===== config.mk =====
export PLATFORM = sky130hd
export DESIGN_NAME = wb_write_port
export DESIGN_NICKNAME = d
export VERILOG_FILES = /design/src/rtl/wb_write_port.sv
export SDC_FILE = /design/constraint.sdc
export NUM_CORES = 1
export LEC_CHECK = 0
export ABC_CLOCK_PERIOD_IN_PS = 2900
export BUFFER_PORTS_ARGS = -buffer_cell sky130_fd_sc_hd__buf_4
export CAP_MARGIN = 20
export CORE_MARGIN = 4
export CORE_UTILIZATION = 45
export CTS_BUF_LIST = sky130_fd_sc_hd__clkbuf_16
export DETAILED_ROUTE_END_ITERATION = 6
export PLACE_DENSITY_LB_ADDON = 0.05
export RECOVER_POWER = 50
export SYNTH_ARGS = -nofsm -noshare
export SYNTH_HDL_FRONTEND = slang
export SYNTH_SLANG_ARGS = --single-unit

===== constraint.sdc =====
create_clock -name clk -period 2.9 [get_ports clk]
set_input_delay 0.435 -clock clk [delete_from_list [all_inputs] [get_ports clk]]
set_output_delay 0.435 -clock clk [all_outputs]
set_load 0.05 [all_outputs]

===== src/rtl/wb_write_port.sv =====
// Register-file write-port arbiter: ALU writeback has priority, MDU results wait in a FIFO.
// Optional macro WB_WAW_SQUASH_EN kills queued MDU results overwritten by a later ALU write.
module wb_write_port #(
    parameter int DEPTH = 4,
    parameter int DW    = 32,
    parameter int AW    = 5
) (
    input  logic                     clk,
    input  logic                     reset,
    input  logic                     alu_we,
    input  logic [AW-1:0]            alu_wa,
    input  logic [DW-1:0]            alu_wd,
    input  logic                     mdu_valid,
    output logic                     mdu_ready,
    input  logic [AW-1:0]            mdu_wa,
    input  logic [DW-1:0]            mdu_wd,
    output logic                     we3,
    output logic [AW-1:0]            wa3,
    output logic [DW-1:0]            wd3,
    output logic [(1<<AW)-1:0]       pending,
    output logic [$clog2(DEPTH):0]   q_count
);

    localparam int PW = $clog2(DEPTH);
    localparam logic [PW:0] FULL_CNT = (PW+1)'(DEPTH);

    // ent_q: entry still owes a register write (cleared on pop, and on kill when squash is enabled)
    logic [DEPTH-1:0] ent_q, ent_d;
    logic [AW-1:0]    wa_q [DEPTH];
    logic [DW-1:0]    wd_q [DEPTH];
    logic [PW-1:0]    rd_ptr_q, rd_ptr_d;
    logic [PW-1:0]    wr_ptr_q, wr_ptr_d;
    logic [PW:0]      cnt_q, cnt_d;
    logic             we3_q, we3_d;
    logic [AW-1:0]    wa3_q, wa3_d;
    logic [DW-1:0]    wd3_q, wd3_d;

    logic alu_req, push, pop, full;

    always_comb begin
        alu_req   = alu_we && (alu_wa != '0);
        full      = (cnt_q == FULL_CNT);
        mdu_ready = !full && !reset;
        push      = mdu_valid && mdu_ready && (mdu_wa != '0);
        pop       = !alu_req && (cnt_q != '0);
    end

    always_comb begin
        ent_d    = ent_q;
        rd_ptr_d = rd_ptr_q;
        wr_ptr_d = wr_ptr_q;
        cnt_d    = cnt_q;
        we3_d    = 1'b0;
        wa3_d    = wa3_q;
        wd3_d    = wd3_q;

        if (alu_req) begin
            we3_d = 1'b1;
            wa3_d = alu_wa;
            wd3_d = alu_wd;
        end else if (pop) begin
            we3_d = ent_q[rd_ptr_q];
            wa3_d = wa_q[rd_ptr_q];
            wd3_d = wd_q[rd_ptr_q];
        end

        if (pop) begin
            ent_d[rd_ptr_q] = 1'b0;
            rd_ptr_d        = rd_ptr_q + 1'b1;
        end

`ifdef WB_WAW_SQUASH_EN
        if (alu_req) begin
            for (int i = 0; i < DEPTH; i++) begin
                if (wa_q[i] == alu_wa) ent_d[i] = 1'b0;
            end
        end
`endif

        // Push is applied after the kill so a same-cycle MDU entry survives as the younger write
        if (push) begin
            ent_d[wr_ptr_q] = 1'b1;
            wr_ptr_d        = wr_ptr_q + 1'b1;
        end

        case ({push, pop})
            2'b10:   cnt_d = cnt_q + 1'b1;
            2'b01:   cnt_d = cnt_q - 1'b1;
            default: cnt_d = cnt_q;
        endcase
    end

    always_ff @(posedge clk) begin
        if (reset) begin
            ent_q    <= '0;
            rd_ptr_q <= '0;
            wr_ptr_q <= '0;
            cnt_q    <= '0;
            we3_q    <= 1'b0;
            wa3_q    <= '0;
            wd3_q    <= '0;
        end else begin
            ent_q    <= ent_d;
            rd_ptr_q <= rd_ptr_d;
            wr_ptr_q <= wr_ptr_d;
            cnt_q    <= cnt_d;
            we3_q    <= we3_d;
            wa3_q    <= wa3_d;
            wd3_q    <= wd3_d;
        end
    end

    always_ff @(posedge clk) begin
        if (push) begin
            wa_q[wr_ptr_q] <= mdu_wa;
            wd_q[wr_ptr_q] <= mdu_wd;
        end
    end

    always_comb begin
        pending = '0;
        for (int i = 0; i < DEPTH; i++) begin
            if (ent_q[i]) pending[wa_q[i]] = 1'b1;
        end
        pending[0] = 1'b0;
    end

    assign we3     = we3_q;
    assign wa3     = wa3_q;
    assign wd3     = wd3_q;
    assign q_count = cnt_q;

endmodule


## Word-level counts from Yosys, hierarchy flattened

Memory sizes are Yosys's and may differ from the RTL's. A register that Yosys moved wholly into a read port is not among the register bits.
Cells that the tools add are included.

| word-level totals | value |
|---|---|
| register bits after elaboration | 49 |
| bits in writable memories | 148 |
| output and inout bits | 74 |
| memories | 2 |

Memories:

| memory | words | width | read ports | clocked after memory_dff | write ports | line | text |
|---|---|---|---|---|---|---|---|
| wd_q | 4 | 32 | 1 | 1 | 1 | 30 | `logic [DW-1:0] wd_q [DEPTH];` |
| wa_q | 4 | 5 | 5 | 1 | 1 | 29 | `logic [AW-1:0] wa_q [DEPTH];` |

| operators by class | value |
|---|---|
| $add $sub $neg | 4 |
| $lt $le $gt $ge | 12 |
| equal/unequal tests | 3 |
| muxes and demuxes | 33 |
| bitwise logic cells | 6 |
| reductions and logical operators | 19 |

Operator list:

| operator | count |
|---|---|
| $mux 32 | 6 |
| $or 32x32->32 | 3 |
| $lt 5x6->1 const B | 4 |
| $demux 1 s5 | 4 |
| $ge 5x1->1 const B | 4 |
| $logic_and 1x1->1 | 11 |
| $mux 1 | 11 |
| $mux 5 | 2 |
| $reduce_bool 5->1 | 2 |
| $mux 2 | 4 |
| $mux 4 | 2 |
| $lt 2x3->1 const B | 2 |
| $pmux 3 s2 | 1 |
| $add 2x1->2 const B | 2 |
| $and 4x4->4 | 1 |
| $demux 1 s2 | 2 |
| $ge 2x1->1 const B | 2 |
| $not 4->4 | 1 |
| $or 4x4->4 | 1 |
| $reduce_bool 2->1 | 2 |
| $add 3x1->3 const B | 1 |
| $eq 3x3->1 const B | 1 |
| $logic_not 1->1 | 3 |
| $reduce_bool 3->1 | 1 |
| other kinds (4) | 4 |

## Depth between registers and ports, before layout

An unclocked memory read counts as a cell.

| depth | value |
|---|---|
| depth after elaboration | 12 |
| gate-level depth with buffers | 10 |

## Worst setup path before layout

OpenSTA, ideal clock, no wires.

| timing path | value |
|---|---|
| kind | reg2reg |
| start | register cnt_q[0], in the netlist q_count[0] |
| end | memory wa_q[0][0] (enable) |
| arrival | 2,338 ps |
| data required time | 2,501 ps |
| slack | 163 ps |
| stages on the path, launching flop included | 4 |
| clock period less this slack | 2,737 ps |
| cell sequence | dfxtp_1 > nor3b_1 > a211oi_1 > and3_1 |

| between the ends | value |
|---|---|
| cells in the longest elaborated chain, start to end | 7 |

Ends and longest elaborated chain:

| element | line | text |
|---|---|---|
| start: declaration | 33 | `logic [PW:0] cnt_q, cnt_d;` |
| start signal: assignment | 106 | `cnt_q <= cnt_d;` |
| $eq 3x3->1 | 42 | `full = (cnt_q == FULL_CNT);` |
| $logic_not 1->1 | 43 | `mdu_ready = !full && !reset;` |
| $logic_and 1x1->1 | 43 |  |
| $logic_and 1x1->1 (2 in series) | 44 | `push = mdu_valid && mdu_ready && (mdu_wa != '0);` |
| $mux 1 | 114 | `if (push) begin` |
| $mux 1 (implied by the code) | 115 | `wa_q[wr_ptr_q] <= mdu_wa;` |
| end: declaration | 29 |  |

No other way between the ends.

==> summary.md <==
| Metric | Value |
|---|---|
| # fillers | approximately 1600 |
| Most common cell in the synthesized netlist | edfxtp_1 |
| Max_slew headroom | 28.9% |
| YS warnings | 0 |
| Most area-consuming cells after synthesis | edfxtp_1, dfxtp_1, mux4_2 |
| RSZ-0062 raised after global routing | false |
| Boundary pin count | 152 |
| DRT iter0 DRCs | between 400 and 500 |
| Max Buffers Root-to-Sink | 2 |
| Min cycle time layout | about 2600 ps |
| Post-synth top cells | edfxtp_1, nand2_1, dfxtp_1 |
| FP Rows | 50 |
| R2R setup slack | 520 ps |
| # clock sinks | between 150 and 200 |
| EDFF count, synth | between 100 and 150 |
| Wire per inst | about 21 um |
| PostCTS Resize Cnt | 0 |
| Antenna violations before repair | 1 |
| Skew-Pair Late Insertion Delay | 430 ps |
| Synth top area share | about half |
| Distinct cell type count after synthesis | 52 |
| Core area | approximately 19000 um2 |
| Mapped Avg Cell Area | about 14 um2 |
| Hold Path Class | primary input to flip-flop |
| Ratio of cells with drive above 1 in the final layout | approximately 23% |
| TNS Setup | 0 ps |
| Seq/Total Area, Yosys | 63.2% |
| Worst Tran Pin Value | roughly 1100 ps |
| Post-CTS Hold Fix Bufs | 0 |
| Synthesis-to-layout area growth | 20.0% |
| Die area | 21500 um2 |
| PD cells | about 690 nW/um2 |
| Overflow after GRT | 0 |
| Area of the multi-input gates | a little under 3000 um2 |
| Startpoint class of the critical path | flip-flop |
| TritonCTS clock tree | built |
| Clock skew | just under 10 ps |
| CP Class | flip-flop to primary output |
| Vias in the first global route | 6108 |
| Inserted Diodes | 0 |
| Via density | around 6 |
| Worst reg2reg startpoint | q_count[2] |
| Min-delay src | mdu_wd[25] |
| Root buf cell | clkbuf_16 |
| Via Count | between 6000 and 7000 |
| Pleak | approximately 3.5 nW |
| Fin util | a little under three fifths |
| Fin nets | 875 |
| Die width | between 100 and 150 um |
| Placed cell count | roughly 1000 |
| Routed Antenna Nets | 0 |
| # setup viols final | 0 |
| Hold path cells | 1 |
| Peak fanout along the critical path | 10 |
| Total clock buffers created by CTS | 17 |
| H-tree depth | 4 |
| Initial Utilization | about 46% |
| Ys flop type | edfxtp_1 |
| Status | finished, final reports clean |
| DRC Markers | 0 |
| DP HPWL | between 15 and 20 mm |
| FF+latch count, synth | approximately 200 |
| Syn Nets | around 730 |
| Clk slew on worst S/H paths | ~70 ps |
| Register area | between 5000 and 6000 um2 |
| Endpoints failing hold | 0 |
| Mapped Area | between 8000 and 9000 um2 |
| Post-detailed-routing wire length | about 22 mm |
| Final non-filler cell total | 1034 |
| WP data required | around 2500 ps |
| Final Slew Violations | 0 |
| Max-cap check violation count | 0 |
| First-pass GRT wire length | around 35 mm |
| All-layer global routing usage | around a fifth |
| Post-synth ARST share | 0% |
| Crit path arrival time | 2170 ps |
| Die height | 147 um |
| Cells after Synth | between 600 and 700 |
| R2R depth | 10 |
| First-pass DRT Iterations | 6 |
| Largest net degree at the start of global routing | 74 |
| Worst vdd ir | about 460 uV |
| Max Freq | around 380 MHz |
| CP endpoint kind | primary output |
| # Post-CTS Setup Buffers | 0 |
| Period utilisation layout | 89.8% |
| Port-buffer cells | 150 |
| Reg-to-reg endpoint | q_count[2] |
| Hold Path Sink | wd_q[2][25] |
| Area leader, netlist | edfxtp_1 |
| Pwr Total | between 7 and 8 mW |
| GPL Wtd Cong | 0.869 |
-- worst max-delay path, stage by stage (launching register included) --
cell and delay [ps]:
edfxtp_1 540, or3b_2 640, o22a_1 250, o211ai_1 90
buf_4 230
-- cells in the final DEF, fill, tap and decap left out, types with 17 or more instances in the layout --
cell	synthesis	routed
edfxtp_1	148	148
dfxtp_1	51	49
inv_1	17	18
a31oi_1	34	34
nor2_1	25	25
clkbuf_16	0	17
nand2_1	89	89
mux4_2	38	38
buf_4	6	82
o21ai_0	29	29
clkbuf_1	25	78
-- worst max path at each step --
stage / start / endpoint / slack, ps
CTS: wa_q[2][1] / pending[28] / 300
global route: wa_q[1][0] / pending[12] / 180
floorplan: q_count[0] / wa_q[0][0] / 160
finish: wa_q[2][1] / pending[28] / 300
global placement: mdu_wa[0] / q_count[2] / 210
detailed placement: mdu_wa[0] / q_count[2] / 210
-- power breakdown --
group          internal (mW)  switching, mW  leakage (nW)
registers               3.24          0.111          1.77
clock network           1.21           1.06         0.284
logic                  0.481           1.01          1.46
-- flip-flops by register name (all words and copies together) (netlist names), named ones only --
name,count
ent_q,4
q_count,3
rd_ptr_q,2
wa3,5
wa_q,20
wd3,32
wd_q,128
we3,1
wr_ptr_q,2
-- routing by layer --
layer | global-route usage [%] | vias up | routed length, um
met5 | 0 | - | 19
li1 | - | 2800 | -
met1 | 28.0 | 3050 | 9830
met4 | 5.55 | 2 | 274
met2 | 33.6 | 212 | 10800
met3 | 4.38 | 28 | 1240
-- layout make-up --
cell class / instances / area share (%)
well taps: 234 / 2.82
clock buffers: 17 / 4.10
inverters: 17 / 0.616
clock inverters: 15 / 1.42
flip-flops and latches: 199 / 52.7
repair buffers: 167 / 9.85
multi-input cells: 385 / 28.4
-- kinds of logic (layout without fill, tap and decap cells) --
logic type      Yosys count  in the layout  synth area share (%)
buf+inv                  56            216                  2.79
other cells               1              1                0.0434
flops                   199            199                  63.2
simple gates            183            183                  10.4
fa+ha+maj                10             10                  1.53
xor+xnor                  3              3                 0.304
mux                      41             41                  10.3
compound gates          147            147                  11.4
-- metrics by stage --
step	hold WS [ps]	area (um2)	worst slack [ps]
floorplan	470	8640	163
global route	261	10400	182
CTS	178	10700	296
finish	264	10400	295
global placement	463	10100	205
detailed placement	465	10100	208
No activity file was read; power rests on OpenSTA's default activity.
